--- src/rtl/fifo_n_pkg.sv ---
// Shared helpers for the fifo_n block: elaboration-time parameter range checks.
package fifo_n_pkg;

  function automatic bit lvl_ok(input int lvl, input int lo, input int hi);
    return (lvl >= lo) && (lvl <= hi);
  endfunction

endpackage

--- src/rtl/fifo_n_if.sv ---
// Handshake, data and status bundle between a producer/consumer (master) and fifo_n (slave).
interface fifo_n_if #(
  parameter int DW = 16,
  parameter int AW = 2
);
  logic          flush;
  logic          wr;
  logic [DW-1:0] din;
  logic          rd;
  logic [DW-1:0] dout;
  logic [AW-1:0] wa;
  logic [AW-1:0] ra;
  logic [AW:0]   count;
  logic          full;
  logic          empty;
  logic          af;
  logic          ae;
  logic          ovf;
  logic          udf;

  modport master (
    output flush, wr, din, rd,
    input  dout, wa, ra, count, full, empty, af, ae, ovf, udf
  );

  modport slave (
    input  flush, wr, din, rd,
    output dout, wa, ra, count, full, empty, af, ae, ovf, udf
  );
endinterface

--- src/rtl/fifo_n_ram.sv ---
// DEPTH x DW storage: one synchronous write port, one asynchronous read port (distributed RAM).
module fifo_ram #(
  parameter int DW = 16,
  parameter int AW = 2
) (
  input  logic          clk,
  input  logic          we,
  input  logic [AW-1:0] waddr,
  input  logic [DW-1:0] wdata,
  input  logic [AW-1:0] raddr,
  output logic [DW-1:0] rdata
);
  logic [DW-1:0] mem [2**AW];

  always_ff @(posedge clk) begin
    if (we) mem[waddr] <= wdata;
  end

  assign rdata = mem[raddr];
endmodule

--- src/rtl/fifo_n.sv ---
// Show-ahead synchronous FIFO: AW+1 bit pointers, fill count, threshold flags and sticky errors.
module fifo_n
  import fifo_n_pkg::*;
#(
  parameter int DW     = 16,
  parameter int AW     = 2,
  parameter int AF_LVL = 2**AW - 1,
  parameter int AE_LVL = 1
) (
  input  logic     clk,
  input  logic     rst,
  fifo_n_if.slave  bus
);
  localparam int DEPTH = 2**AW;
  localparam logic [AW:0] DEPTH_C = (AW+1)'(DEPTH);
  localparam logic [AW:0] AF_C    = (AW+1)'(AF_LVL);
  localparam logic [AW:0] AE_C    = (AW+1)'(AE_LVL);

  if (!lvl_ok(AF_LVL, 1, DEPTH)) begin : g_bad_af
    $fatal(1, "fifo_n: AF_LVL out of range 1..DEPTH");
  end
  if (!lvl_ok(AE_LVL, 0, DEPTH - 1)) begin : g_bad_ae
    $fatal(1, "fifo_n: AE_LVL out of range 0..DEPTH-1");
  end

  logic [AW:0] wp, rp, cnt;
  logic        ovf_q, udf_q;
  logic        full, empty, wr_ok, rd_ok;

  assign cnt   = wp - rp;
  assign full  = (cnt == DEPTH_C);
  assign empty = (cnt == '0);

  // Memory write is also blocked during reset/flush so ignored writes leave no trace.
  assign wr_ok = bus.wr & ~full & rst & ~bus.flush;
  assign rd_ok = bus.rd & ~empty;

  always_ff @(posedge clk) begin
    if (!rst || bus.flush) begin
      wp    <= '0;
      rp    <= '0;
      ovf_q <= 1'b0;
      udf_q <= 1'b0;
    end else begin
      if (wr_ok) wp <= wp + 1'b1;
      if (rd_ok) rp <= rp + 1'b1;
      if (bus.wr && full)  ovf_q <= 1'b1;
      if (bus.rd && empty) udf_q <= 1'b1;
    end
  end

  fifo_ram #(.DW(DW), .AW(AW)) u_ram (
    .clk   (clk),
    .we    (wr_ok),
    .waddr (wp[AW-1:0]),
    .wdata (bus.din),
    .raddr (rp[AW-1:0]),
    .rdata (bus.dout)
  );

  assign bus.wa    = wp[AW-1:0];
  assign bus.ra    = rp[AW-1:0];
  assign bus.count = cnt;
  assign bus.full  = full;
  assign bus.empty = empty;
  assign bus.af    = (cnt >= AF_C);
  assign bus.ae    = (cnt <= AE_C);
  assign bus.ovf   = ovf_q;
  assign bus.udf   = udf_q;
endmodule

--- src/flat_wrapper.sv ---
// flat-port wrapper written by rule: the top's interface ports become plain ports
module fifo_n_flat import fifo_n_pkg::*;
#(
  parameter int DW     = 16,
  parameter int AW     = 2,
  parameter int AF_LVL = 2**AW - 1,
  parameter int AE_LVL = 1
)
  (clk, rst, bus_flush, bus_wr, bus_din, bus_rd, bus_dout, bus_wa, bus_ra, bus_count, bus_full, bus_empty, bus_af, bus_ae, bus_ovf, bus_udf);
  fifo_n_if #(.DW(DW), .AW(AW)) bus_i ();
  input  logic clk;
  input  logic rst;
  input wire logic [$bits(bus_i.flush)-1:0] bus_flush;
  input wire logic [$bits(bus_i.wr)-1:0] bus_wr;
  input wire logic [$bits(bus_i.din)-1:0] bus_din;
  input wire logic [$bits(bus_i.rd)-1:0] bus_rd;
  output wire logic [$bits(bus_i.dout)-1:0] bus_dout;
  output wire logic [$bits(bus_i.wa)-1:0] bus_wa;
  output wire logic [$bits(bus_i.ra)-1:0] bus_ra;
  output wire logic [$bits(bus_i.count)-1:0] bus_count;
  output wire logic [$bits(bus_i.full)-1:0] bus_full;
  output wire logic [$bits(bus_i.empty)-1:0] bus_empty;
  output wire logic [$bits(bus_i.af)-1:0] bus_af;
  output wire logic [$bits(bus_i.ae)-1:0] bus_ae;
  output wire logic [$bits(bus_i.ovf)-1:0] bus_ovf;
  output wire logic [$bits(bus_i.udf)-1:0] bus_udf;
  assign bus_i.flush = bus_flush;
  assign bus_i.wr = bus_wr;
  assign bus_i.din = bus_din;
  assign bus_i.rd = bus_rd;
  assign bus_dout = bus_i.dout;
  assign bus_wa = bus_i.wa;
  assign bus_ra = bus_i.ra;
  assign bus_count = bus_i.count;
  assign bus_full = bus_i.full;
  assign bus_empty = bus_i.empty;
  assign bus_af = bus_i.af;
  assign bus_ae = bus_i.ae;
  assign bus_ovf = bus_i.ovf;
  assign bus_udf = bus_i.udf;
  fifo_n #(.DW(DW), .AW(AW), .AF_LVL(AF_LVL), .AE_LVL(AE_LVL)) u_core (.clk(clk), .rst(rst), .bus(bus_i));
endmodule
--- config.mk ---
export PLATFORM = sky130hd
export DESIGN_NAME = fifo_n_flat
export DESIGN_NICKNAME = d
export VERILOG_FILES = /design/src/rtl/fifo_n_pkg.sv /design/src/rtl/fifo_n_if.sv /design/src/rtl/fifo_n_ram.sv /design/src/rtl/fifo_n.sv /design/src/flat_wrapper.sv
export SDC_FILE = /design/constraint.sdc
export NUM_CORES = 1
export LEC_CHECK = 0
export BUFFER_PORTS_ARGS = -buffer_cell sky130_fd_sc_hd__buf_2
export CELL_PAD_IN_SITES_DETAIL_PLACEMENT = 1
export CELL_PAD_IN_SITES_GLOBAL_PLACEMENT = 1
export CORE_ASPECT_RATIO = 1.2
export CORE_UTILIZATION = 32
export CTS_BUF_LIST = sky130_fd_sc_hd__clkbuf_4 sky130_fd_sc_hd__clkbuf_8 sky130_fd_sc_hd__clkbuf_16
export DETAILED_ROUTE_END_ITERATION = 16
export PLACE_DENSITY = 0.61
export SKIP_CTS_REPAIR_TIMING = 1
export SYNTH_ARGS = -nofsm -noshare
export SYNTH_HDL_FRONTEND = slang
export SYNTH_SLANG_ARGS = --single-unit
export TNS_END_PERCENT = 10
--- constraint.sdc ---
create_clock -name clk -period 6.4 [get_ports clk]
set_input_delay 1.92 -clock clk [delete_from_list [all_inputs] [get_ports clk]]
set_output_delay 1.92 -clock clk [all_outputs]
set_load 0.03 [all_outputs]
### Word-level counts from Yosys, hierarchy flattened

Memory sizes are Yosys's and may differ from the RTL's. A register that Yosys moved wholly into a read port is not among the register bits.
Index checks and enable logic that the tools add are counted.

* register bits: 8
* RAM bits: 64
* input port bits: 21
* memories: 1

* add/sub/neg operators: 3
* order comparisons: 2
* eq/ne operators: 1
* muxes and demuxes: 4
* bitwise gates (word level): 7
* reduce and logical (&&, ||, !) cells: 5

Memories
* u_core.u_ram.mem: depth 4, bits a word 16, rd ports 1, clocked after memory_dff 1, wr ports 1, line fifo_n_ram.sv:13 `logic [DW-1:0] mem [2**AW];`

Operator list (count)
* $add A3 B1 Y3 const B: 2
* $and A1 B1 Y1: 4
* $mux W2: 2
* $eq A3 B3 Y1 const B: 1
* $ge A3 B2 Y1 const B: 1
* $le A3 B1 Y1 const B: 1
* $logic_not A3 Y1: 1
* $not A1 Y1: 3
* $sub A3 B3 Y3: 1
* $logic_and A1 B1 Y1: 2
* $mux W1: 2
* $logic_not A1 Y1: 1
* $logic_or A1 B1 Y1: 1

### Depth between registers and ports, before layout

Gate-level depths: netlist of run 1.

* depth after elaboration: 8
* depth in mapped cells: 6
* depth with buffers taken out: 6

### Modules after synthesis

Synthesis of run 1 repeated with hierarchy kept, for this count alone.

* cell total of the unflattened synthesis: 149
* area total of the unflattened synthesis: 2906.5 um^2

Modules (own cells, without submodules)
* fifo_ram: instances 1, cells an instance 88, area an instance 2377.3 um^2, sequential area each 1921.8 um^2
* fifo_n: instances 1, cells an instance 61, area an instance 529.3 um^2, sequential area each 160.2 um^2

### Least setup slack after synthesis of run 1

No wires, ideal clock.

* path type: register -> output
* start point: reg u_core.wp[0]
* end point: out bus_empty
* arrival time: 1931 ps
* required time: 4480 ps
* path slack: 2549 ps
* cell stages (with the launch flop): 6
* path buffers: 0
* cells stage by stage: dfxtp_1 > inv_1 > ha_1 > fa_1 > xor3_2 > nor2_1

* longest elaborated chain between the ends: 2

Ends and longest elaborated chain
* start, declared: line fifo_n.sv:26 `logic [AW:0] wp, rp, cnt;`
* start signal, assigned: line fifo_n.sv:45 `if (wr_ok) wp <= wp + 1'b1;`
* $sub A3 B3 Y3: line fifo_n.sv:30 `assign cnt = wp - rp;`
* via bus_count[2]: line flat_wrapper.sv:20 `output wire logic [$bits(bus_i.count)-1:0] bus_count;`
* $logic_not A3 Y1: line fifo_n.sv:32 `assign empty = (cnt == '0);`
* end, declared: line flat_wrapper.sv:22 `output wire logic [$bits(bus_i.empty)-1:0] bus_empty;`

The timed path passes the listed nets, and every way through them passes these cells.

### Final worst setup path of run 1

* start point: reg u_core.wp[0]
* end point: out bus_af

* longest elaborated chain between the ends: 2

Ends and longest elaborated chain
* $sub A3 B3 Y3: line fifo_n.sv:30
* $ge A3 B2 Y1: line fifo_n.sv:66 `assign bus.af = (cnt >= AF_C);`
* end, declared: line flat_wrapper.sv:23 `output wire logic [$bits(bus_i.af)-1:0] bus_af;`

No other way between the ends.

==> results of run 1 <==
layout make-up:
cell class,count,share of cell area (%)
Clock buffer,10,3.77
Clock inverter,5,1.62
Inverter,4,0.431
Multi-Input combinational cell,64,21.7
Sequential cell,74,60.9
Tap cell,120,4.31
Timing Repair Buffer,50,7.26
worst max path at each step:
stage,start,cells past startpoint,slack (ns),end
2_1_floorplan,u_core.wp[0],5,2.55,bus_empty
3_5_place_dp,flip-flop,2,2.52,bus_dout[14]
3_3_place_gp,flip-flop,2,2.52,bus_dout[14]
6_report,u_core.wp[0],6,2.21,bus_af
4_1_cts,flip-flop,2,2.14,bus_dout[14]
5_1_grt,flip-flop,2,2.01,bus_dout[14]
synthesized netlist by cell type (all sizes together) (2+ instances only):
cell | instances | area [um^2]
a21oi | 2 | 10.0
and2 | 2 | 13.8
and3 | 4 | 25.0
buf | 7 | 47.6
clkbuf | 2 | 7.51
dfxtp | 10 | 200
edfxtp | 64 | 1920
ha | 6 | 75.1
inv | 4 | 15.0
mux2i | 6 | 60.1
mux4 | 16 | 360
nand2 | 11 | 41.3
nand2b | 2 | 12.5
nor2 | 2 | 7.51
nor2b | 2 | 12.5
o21a | 2 | 22.5
flip-flops by register name (all words and copies together), names as in the netlist, named ones only:
name	cells
u_core.bus.ovf	1
u_core.bus.udf	1
u_core.rp	3
u_core.u_ram.mem	64
u_core.wp	3
critical path, cell delays in order, from the launching register on:
cell and delay (ns):
dfxtp_1 0.42, inv_1 0.13, ha_1 0.21, fa_1 0.41, xor3_2 0.37, a21o_2 0.22, buf_2 0.17
through the flow:
stage                     cells  worst slack, ns  power (mW)  instance area [um^2]
after floorplan             151             2.55       0.590                  2950
after global placement      312             2.52       0.613                  3290
after detailed placement    312             2.52       0.615                  3290
after CTS                   327             2.14       0.962                  3480
after global routing        327             2.01       0.989                  3480
final                       327             2.21       0.950                  3480
per-layer routing:
| layer | global-route usage (%) | vias up | share of wire, % |
|---|---|---|---|
| met5 | 0 | - | 0 |
| li1 | - | 687 | - |
| met1 | 16.5 | 762 | 43 |
| met4 | 5.44 | 0 | 1.5 |
| met3 | 4.08 | 8 | 5.9 |
| met2 | 19.2 | 49 | 50 |
layout by cell type, fill, tap and decap left out, drive strengths merged, types with 3 or more instances in the layout:
cell type and n:
edfxtp 64, buf 50, mux4 16, nand2 11, dfxtp 10, clkbuf 10, mux2i 6, ha 6
inv 4, and3 4, clkinv 3
power by group through the flow:
stage	combinational [mW]	sequential [mW]	clock, mW
after floorplan	0.0473	0.543	0
after CTS	0.0699	0.534	0.358
after detailed placement	0.0695	0.545	0
final	0.0684	0.534	0.348
after global routing	0.0751	0.535	0.379
after global placement	0.0684	0.545	0
logic make-up (layout without fill, tap and decap cells):
logic type / Yosys count / count (layout) / synth area share [%]
flops: 74 / 74 / 72.0
simple gates: 24 / 24 / 4.08
mux: 22 / 22 / 14.3
buf+inv: 13 / 69 / 2.38
compound gates: 9 / 9 / 2.89
fa+ha+maj: 7 / 7 / 3.23
xor+xnor: 2 / 2 / 1.15
==> metrics, run 1 <==
Internal Power 0.736 mW; IO Count 50; die height 107 um; Final Max Tran Viols 0; port bufs 49; worst vdd ir 0.000124 V; Worst Path Arrival 2.27 ns; grt ovf 0; post-DP HPWL 3420 um; fraction of the yosys area taken by sequential cells 72.0%; Critical Path RT 4.48 ns; Final Skew 0.00778 ns; Critical R2R Launch u_core.wp[0]; drt first-iter violations 47; All-Layer GR Usage 12.6%; Worst setup SP type flip-flop; average wire per standard cell 16.2 um; Core Rows 38; Clock Pin Slew Worst Setup and Hold Paths 0.07 ns; Min-Delay Path Class reg2reg; gpl congestion 0.719; Worst R2R Setup Slack 3.45 ns; Core ar. 0.00899 mm^2; hold slack 0.471 ns; P_sw 0.214 mW; time the worst path needs with I/O delays and setup 4.19 ns; Syn. warnings 0; H-tree levels 3; switching share of power 22.5%; Vias/cell 4.61; ant diodes 0; Post-Syn Area 0.00295 mm^2; PwrDens 273 mW/mm^2; Worst slew margin 25.6%; vias in the first global route 1,619; drt pass-1 iters 4; CTS Sinks 74; unrepaired setup endpoints after global routing no; nets 231; largest net degree at the start of global routing 18; Least-Margin Pin Slew 1.11 ns; R2R Path End u_core.u_ram.mem[3][11]; number of flops mapped to enable cells by yosys 64; period utilisation layout 65.4%; Starting Density 32.8%; post-layout util 38.7%; Max Root-Sink Buffers 2; Worst Hold End u_core.bus.udf; Die X 89.6 um; hold path cells 1; Async S/R FF share, synth 0%; latest clock arrival within the worst-skew pair 0.34 ns; Mapped Cells 151; Reg2Reg Depth 6; total CTS buffers 9; Unique masters post-synth 28; CP Max Fanout 10; first-pass GRT wire length 8600 um; drt total wl 5300 um; register area 0.00212 mm^2; Comb power frac 7.2%; root buffer cell clkbuf_8; Leakage Power 1.26 nW; number of synthesized register bits 74; Avg Inst Size Synth 19.5 um^2; setup TNS 0 ns; ys flop type edfxtp_1; Peak Freq 0.239 GHz; status complete, no violations; initial antenna violation count 0; Hold Vio Cnt, Final 0; DRC errors left 0; Crit Path Category reg2out; P&R area growth vs syn 18.2%; vias 1,506; Sequential Power Share 56.2%; die area 0.00960 mm^2; clock power share 36.6%; layout cell share with drive strength beyond 1 41.5%; Setup crit end kind output pin; ANT nets after route 0; Multi-input gate area 754 um^2; post-synth net total 179; CTS tree yes; Hold Path Origin u_core.bus.udf; Filler cells 893; setup violators final 0; max cap viols 0
(Power assumes the default switching activity.)
==> inputs of run 2 (changes only) <==
--- a/config.mk
+++ b/config.mk
@@ -5,6 +5,7 @@
 export SDC_FILE = /design/constraint.sdc
 export NUM_CORES = 1
 export LEC_CHECK = 0
+export ABC_AREA = 1
 export BUFFER_PORTS_ARGS = -buffer_cell sky130_fd_sc_hd__buf_2
 export CELL_PAD_IN_SITES_DETAIL_PLACEMENT = 1
 export CELL_PAD_IN_SITES_GLOBAL_PLACEMENT = 1
@@ -12,7 +13,7 @@
 export CORE_UTILIZATION = 32
 export CTS_BUF_LIST = sky130_fd_sc_hd__clkbuf_4 sky130_fd_sc_hd__clkbuf_8 sky130_fd_sc_hd__clkbuf_16
 export DETAILED_ROUTE_END_ITERATION = 16
-export PLACE_DENSITY = 0.61
+export PLACE_DENSITY = 0.64
 export SKIP_CTS_REPAIR_TIMING = 1
 export SYNTH_ARGS = -nofsm -noshare
 export SYNTH_HDL_FRONTEND = slang
==> constraint.sdc (replaced) <==
create_clock -name clk -period 4.2 [get_ports clk]
set_input_delay 1.26 -clock clk [delete_from_list [all_inputs] [get_ports clk]]
set_output_delay 1.26 -clock clk [all_outputs]
set_load 0.03 [all_outputs]
==> metrics, run 2 <==
status complete, no violations (unchanged); hold path cells 2 (was 1); total CTS buffers 9 (unchanged); critical-path cell list inv_1, ha_1, fa_1, nand2_1, inv_1, nand3_2, inv_2, buf_2 (was inv_1, ha_1, fa_1, xor3_2, a21o_2, buf_2); Buf/Inv on CP 4 (was 2); Core Rows 38 (unchanged); count leader, synth edfxtp_1 (unchanged); slowest cell on the critical path fa_1 (was dfxtp_1); fraction of the yosys area taken by sequential cells 70.3% (was 72.0%); Worst setup SP type flip-flop (unchanged); DRC errors left 0 (unchanged); Largest stage delay, worst path 0.55 ns (was 0.42 ns); Least-Margin Pin Slew 0.937 ns (was 1.11 ns); top cells by count, synth 64 x edfxtp_1, 40 x nor2_1, 33 x o21ai_0 (was 64 x edfxtp_1, 16 x mux4_2, 11 x nand2_1); unrepaired setup endpoints after global routing no (unchanged); PwrDens 453 mW/mm^2 (was 273 mW/mm^2); Max Root-Sink Buffers 2 (unchanged); Worst R2R Setup Slack 1.83 ns (was 3.45 ns); Critical Path RT 2.94 ns (was 4.48 ns); Avg Inst Size Synth 12.2 um^2 (was 19.5 um^2); CP Max Fanout 5 (was 10); Synth top area share 63.7% (was 65.2%); die area 0.00983 mm^2 (was 0.00960 mm^2); layout cell share with drive strength beyond 1 28.3% (was 41.5%); most common cell after layout, fill and taps aside edfxtp_1 (unchanged); Mapped Cells 248 (was 151); Starting Density 33.2% (was 32.8%); max cap viols 0 (unchanged); Reg with most FFs u_core.u_ram.mem (unchanged); Worst slew margin 37.4% (was 25.6%); Reg2Reg Depth 11 (was 6); largest net degree at the start of global routing 34 (was 18); Unique masters post-synth 24 (was 28); first-pass GRT wire length 10,100 um (was 8600 um); setup TNS 0 ns (unchanged); number of flops mapped to enable cells by yosys 64 (unchanged); ANT nets after route 0 (unchanged); setup violators final 0 (unchanged); most frequent cell on the critical path inv_1; time the worst path needs with I/O delays and setup 3.47 ns; drt pass-1 iters 4 (unchanged); total power 1.64 mW (was 0.950 mW); grt ovf 0 (unchanged); gpl congestion 0.770 (was 0.719); port bufs 49 (unchanged); average wire per standard cell 15.0 um (was 16.2 um); CTS tree yes (unchanged); most frequent cells in the layout 64 x edfxtp_1, 49 x buf_2, 40 x nor2_1, 33 x o21ai_0, 21 x nand2_1 (was 64 x edfxtp_1, 49 x buf_2, 16 x mux4_2, 11 x nand2_1, 10 x dfxtp_1); Worst Path Arrival 2.21 ns (was 2.27 ns); Yosys top cell by area edfxtp_1 (unchanged); Syn. warnings 0 (unchanged); H-tree levels 3 (unchanged); drt first-iter violations 75 (was 47); cell family with the largest share of critical-path delay adder cells (unchanged); period utilisation layout 82.7%; P&R area growth vs syn 20.0% (was 18.2%); Largest regs u_core.u_ram.mem: 64 flops, u_core.rp: 3 flops, u_core.wp: 3 flops (unchanged); vias in the first global route 2,007 (was 1,619); Hold Vio Cnt, Final 0 (unchanged); Leakage Power 1.41 nW (was 1.26 nW); post-synth net total 276 (was 179); drt total wl 6420 um (was 5300 um); Die X 90.7 um (was 89.6 um); number of synthesized register bits 74 (unchanged); initial antenna violation count 0 (unchanged); IO Count 50 (unchanged); Worst Hold End u_core.bus.ovf (was u_core.bus.udf); worst vdd ir 0.000149 V (was 0.000124 V); Min-Delay Path Class reg2reg (unchanged); ant diodes 0 (unchanged); R2R Path End u_core.u_ram.mem[0][8] (was u_core.u_ram.mem[3][11]); Peak Freq 0.288 GHz; max reg flops 64 (unchanged); Crit Path Category reg2out (unchanged); Synth area leaders edfxtp_1 64%, dfxtp_1 6.6%, o21ai_0 5.5%, nor2_1 5.0%, o22ai_1 3.3% (was edfxtp_1 65%, mux4_2 12%, dfxtp_1 6.8%, ha_1 2.5%, mux2i_1 2.0%); die height 108 um (was 107 um); Hold Path Origin u_core.bus.ovf (was u_core.bus.udf); Critical R2R Launch u_core.wp[0] (unchanged); latest clock arrival within the worst-skew pair 0.35 ns (was 0.34 ns); Final Max Tran Viols 0 (unchanged); vias 1,963 (was 1,506); CTS Sinks 74 (unchanged); Vias/cell 4.60 (was 4.61); All-Layer GR Usage 13.9% (was 12.6%); Setup crit end kind output pin (unchanged); root buffer cell clkbuf_8 (unchanged); Post-Syn Area 0.00302 mm^2 (was 0.00295 mm^2); ys flop type edfxtp_1 (unchanged); Core ar. 0.00908 mm^2 (was 0.00899 mm^2); Async S/R FF share, synth 0% (unchanged); Clock Pin Slew Worst Setup and Hold Paths 0.07 ns (about the same); post-DP HPWL 4110 um (was 3420 um); nets 330 (was 231); Final Skew 0.0131 ns (was 0.00778 ns)
run 2: logic make-up (layout without fill, tap and decap cells):
family	after synthesis	after routing	synth area share, %
AO/OA/AOI/OAI	54	54	10.1
XOR/XNOR	2	2	0.580
AND/OR/NAND/NOR	75	75	10.9
buffers and inverters	36	95	4.97
adder cells (fa/ha/maj)	7	7	3.15
flip-flops	74	74	70.3
run 2: worst max-delay path by stage:
stage	start	to	slack [ns]	cells past startpoint
floorplan	u_core.wp[0]	bus_af	1.11	4
global placement	u_core.wp[0]	bus_empty	1.08	8
finish	u_core.wp[0]	bus_empty	0.73	8
global route	u_core.wp[0]	bus_ae	0.48	11
CTS	u_core.wp[0]	bus_empty	0.67	8
detailed placement	u_core.wp[0]	bus_empty	1.06	8
run 2: power breakdown:
part	leakage (nW)	total (mW)	internal, mW	switching [mW]
clock	0.102	0.603	0.342	0.261
combinational	0.648	0.222	0.0624	0.159
sequential	0.659	0.816	0.810	0.00574
run 2: per-stage QoR:
| step | area, um^2 | std cells | util, % | hold slack, ns | worst slack, ns |
|---|---|---|---|---|---|
| floorplan | 3020 | 248 | - | 0.497 | 1.11 |
| global placement | 3400 | 411 | 37.4 | 0.435 | 1.08 |
| detailed placement | 3400 | 411 | 37.4 | 0.449 | 1.06 |
| finish | 3620 | 427 | 39.9 | 0.460 | 0.726 |
| global route | 3620 | 427 | 39.9 | 0.493 | 0.477 |
| CTS | 3620 | 427 | 39.9 | 0.465 | 0.670 |
run 2: layout make-up:
class | count | area [um^2]
Fill cell | 998 | 5460
Inverter | 24 | 90.1
Timing Repair Buffer | 55 | 290
Tap cell | 120 | 150
Multi-Input combinational cell | 138 | 747
Clock inverter | 6 | 91.3
Sequential cell | 74 | 2120
Clock buffer | 10 | 131
run 2: per-layer routing:
metal / track usage [%] / up-vias / part of all wire, % / wire (um)
met5: 0 / - / 0 / 0
met4: 5.65 / 0 / 1.5 / 98
met3: 3.87 / 10 / 5.0 / 318
met2: 25.2 / 50 / 51 / 3250
met1: 15.4 / 938 / 43 / 2750
li1: - / 965 / - / -
run 2: worst register-to-register path, cell delays in order, from the launching register on:
cell and delay, ns:
dfxtp_1 0.39, inv_1 0.14, ha_1 0.22, fa_1 0.42
inv_1 0.09, nand2_1 0.07, nand2_1 0.08, nand2_1 0.07
nand3_2 0.11, nand2_4 0.09, nor2_1 0.11, buf_4 0.28
==> inputs of run 3 (changes only) <==
--- a/config.mk
+++ b/config.mk
@@ -5,7 +5,7 @@
 export SDC_FILE = /design/constraint.sdc
 export NUM_CORES = 1
 export LEC_CHECK = 0
-export ABC_AREA = 1
+export ABC_AREA = 0
 export BUFFER_PORTS_ARGS = -buffer_cell sky130_fd_sc_hd__buf_2
 export CELL_PAD_IN_SITES_DETAIL_PLACEMENT = 1
 export CELL_PAD_IN_SITES_GLOBAL_PLACEMENT = 1
@@ -13,7 +13,7 @@
 export CORE_UTILIZATION = 32
 export CTS_BUF_LIST = sky130_fd_sc_hd__clkbuf_4 sky130_fd_sc_hd__clkbuf_8 sky130_fd_sc_hd__clkbuf_16
 export DETAILED_ROUTE_END_ITERATION = 16
-export PLACE_DENSITY = 0.64
+export PLACE_DENSITY = 0.63
 export SKIP_CTS_REPAIR_TIMING = 1
 export SYNTH_ARGS = -nofsm -noshare
 export SYNTH_HDL_FRONTEND = slang
==> constraint.sdc (replaced) <==
create_clock -name clk -period 2.8 [get_ports clk]
set_input_delay 0.84 -clock clk [delete_from_list [all_inputs] [get_ports clk]]
set_output_delay 0.84 -clock clk [all_outputs]
set_load 0.03 [all_outputs]
==> metrics, run 3 (same netlist as run 1, synthesis figures left out) <==
status complete, no violations (unchanged); Worst Hold End u_core.bus.udf (was u_core.bus.ovf); most frequent cells in the layout 64 x edfxtp_1, 45 x buf_2, 19 x buf_4, 16 x mux4_2, 10 x nand2_1 (was 64 x edfxtp_1, 49 x buf_2, 40 x nor2_1, 33 x o21ai_0, 21 x nand2_1); most common cell after layout, fill and taps aside edfxtp_1 (unchanged); total CTS buffers 9 (unchanged); CTS tree yes (unchanged); Hold Path Origin u_core.bus.udf (was u_core.bus.ovf); max reg flops 64 (unchanged); average wire per standard cell 16.8 um (was 15.0 um); ANT nets after route 0 (unchanged); clock power share 36.1% (was 36.8%); Starting Density 32.8% (was 33.2%); Least-Margin Pin Slew 0.279 ns (was 0.937 ns); Final Max Tran Viols 0 (unchanged); Leakage Power 1.35 nW (was 1.41 nW); Layout Cell Area excl Fill 0.00364 mm^2 (was 0.00362 mm^2); setup TNS 0 ns (unchanged); die height 107 um (was 108 um); latest clock arrival within the worst-skew pair 0.34 ns (was 0.35 ns); placed cell area 0.00340 mm^2 (unchanged); period utilisation layout 98.5%; time the worst path needs with I/O delays and setup 2.76 ns; post-layout util 40.5% (was 39.9%); PwrDens 601 mW/mm^2 (was 453 mW/mm^2); ant diodes 0 (unchanged); All-Layer GR Usage 13.2% (was 13.9%); Core Rows 38 (unchanged); P_sw 0.488 mW (was 0.426 mW); Internal Power 1.70 mW (was 1.21 mW); Hold Vio Cnt, Final 0 (unchanged); largest net degree at the start of global routing 14 (was 34); grt ovf 0 (unchanged); Reg with most FFs u_core.u_ram.mem (unchanged); Comb power frac 8.4% (was 13.5%); Reg2Reg Depth 8 (was 11); Min-Delay Path Class reg2reg (unchanged); final worst slack 0.0410 ns (was 0.726 ns); worst vdd ir 0.000220 V (was 0.000149 V); initial antenna violation count 0 (unchanged); Critical Path RT 1.96 ns (was 2.94 ns); setup violators final 0 (unchanged); drt first-iter violations 58 (was 75); max cap viols 0 (unchanged); Place WS 0.272 ns (was 1.06 ns); Worst R2R Setup Slack 0.42 ns (was 1.83 ns); vias in the first global route 1,743 (was 2,007); nets 246 (was 330); Peak Freq 0.362 GHz; CP Max Fanout 7 (was 5); IO Count 50 (unchanged); P&R area growth vs syn 23.4% (was 20.0%); H-tree levels 3 (unchanged); gpl congestion 0.708 (was 0.770); Vias/cell 4.59 (was 4.60); Final Skew 0.0104 ns (was 0.0131 ns); Max Root-Sink Buffers 2 (unchanged); CTS Sinks 74 (unchanged); hold path cells 1 (was 2); root buffer cell clkbuf_8 (unchanged); vias 1,576 (was 1,963); post-DP HPWL 4020 um (was 4110 um); drt total wl 5750 um (was 6420 um); switching share of power 22.3% (was 26.0%); first-pass GRT wire length 9020 um (was 10,100 um); Worst slew margin 81.4% (was 37.4%); port bufs 49 (unchanged); Worst setup SP type flip-flop (unchanged); Sequential Power Share 55.6% (was 49.7%); R2R Path End u_core.u_ram.mem[3][11] (was u_core.u_ram.mem[0][8]); die area 0.00960 mm^2 (was 0.00983 mm^2); Worst Path Arrival 1.92 ns (was 2.21 ns); unrepaired setup endpoints after global routing yes (was no); Filler cells 919 (was 998); DRC errors left 0 (unchanged); Setup crit end kind output pin (unchanged); Largest regs u_core.u_ram.mem: 64 flops, u_core.rp: 3 flops, u_core.wp: 3 flops (unchanged); Clock Pin Slew Worst Setup and Hold Paths 0.08 ns (was 0.07 ns); Critical R2R Launch u_core.wp[0] (unchanged); drt pass-1 iters 4 (unchanged); layout cell share with drive strength beyond 1 48.4% (was 28.3%); Crit Path Category reg2out (unchanged); Core ar. 0.00899 mm^2 (was 0.00908 mm^2); Die X 89.6 um (was 90.7 um)
## run 3: cell types whose count changed in the layout (fill, tap and decap cells not counted), sizes merged, moves of 3 or more
| cell | delta |
|---|---|
| nor2 | -40 |
| o21ai | -35 |
| inv | -19 |
| mux4 | +16 |
| o22ai | -16 |
| nand2 | -13 |
| buf | +10 |
| nand3 | -7 |
| mux2i | +6 |
| and3 | +4 |
| clkinv | +3 |
| clkinvlp | -3 |
## run 3: power groups by stage
stage / clock (mW) / combinational (mW) / sequential [mW]
finish: 0.789 / 0.183 / 1.22
global route: 0.863 / 0.199 / 1.22
CTS: 0.814 / 0.177 / 1.21
detailed placement: 0 / 0.176 / 1.24
global placement: 0 / 0.173 / 1.24
floorplan: 0 / 0.108 / 1.24
## run 3: area by class of cell
| type | instances | area (um^2) | area share, % |
|---|---|---|---|
| inverters | 4 | 17.5 | 0.482 |
| well taps | 120 | 150 | 4.13 |
| flip-flops and latches | 74 | 2130 | 58.5 |
| repair buffers | 65 | 379 | 10.4 |
| clock inverters | 6 | 56.3 | 1.55 |
| multi-input cells | 64 | 776 | 21.3 |
| clock buffers | 10 | 131 | 3.61 |
## run 3: through the flow
step / power (mW) / cells / hold slack, ns
floorplan: 1.35 / 151 / 0.480
global placement: 1.41 / 326 / 0.451
detailed placement: 1.41 / 326 / 0.466
CTS: 2.20 / 342 / 0.493
global route: 2.28 / 343 / 0.514
finish: 2.19 / 343 / 0.481
## run 3: worst max path at each step
stage | startpoint | to
after floorplan | u_core.wp[0] | bus_empty
after global placement | u_core.wp[0] | bus_af
after detailed placement | u_core.wp[0] | bus_af
after CTS | u_core.wp[0] | bus_af
after global routing | u_core.wp[0] | bus_af
final | u_core.wp[0] | bus_af
## run 3: worst max-delay path, cell delays in order (launching register included)
cell     delay, ns
dfxtp_2       0.35
inv_4         0.05
ha_4          0.15
fa_2          0.37
xor3_2        0.30
a21o_2        0.22
buf_6         0.13
## run 3: per-layer routing
metal / wire, um / share of wire (%) / global-route usage [%]
met3: 329 / 5.7 / 4.54
met4: 61 / 1.1 / 4.08
met2: 2990 / 52 / 22.8
met5: 0 / 0 / 0
met1: 2370 / 41 / 15.1
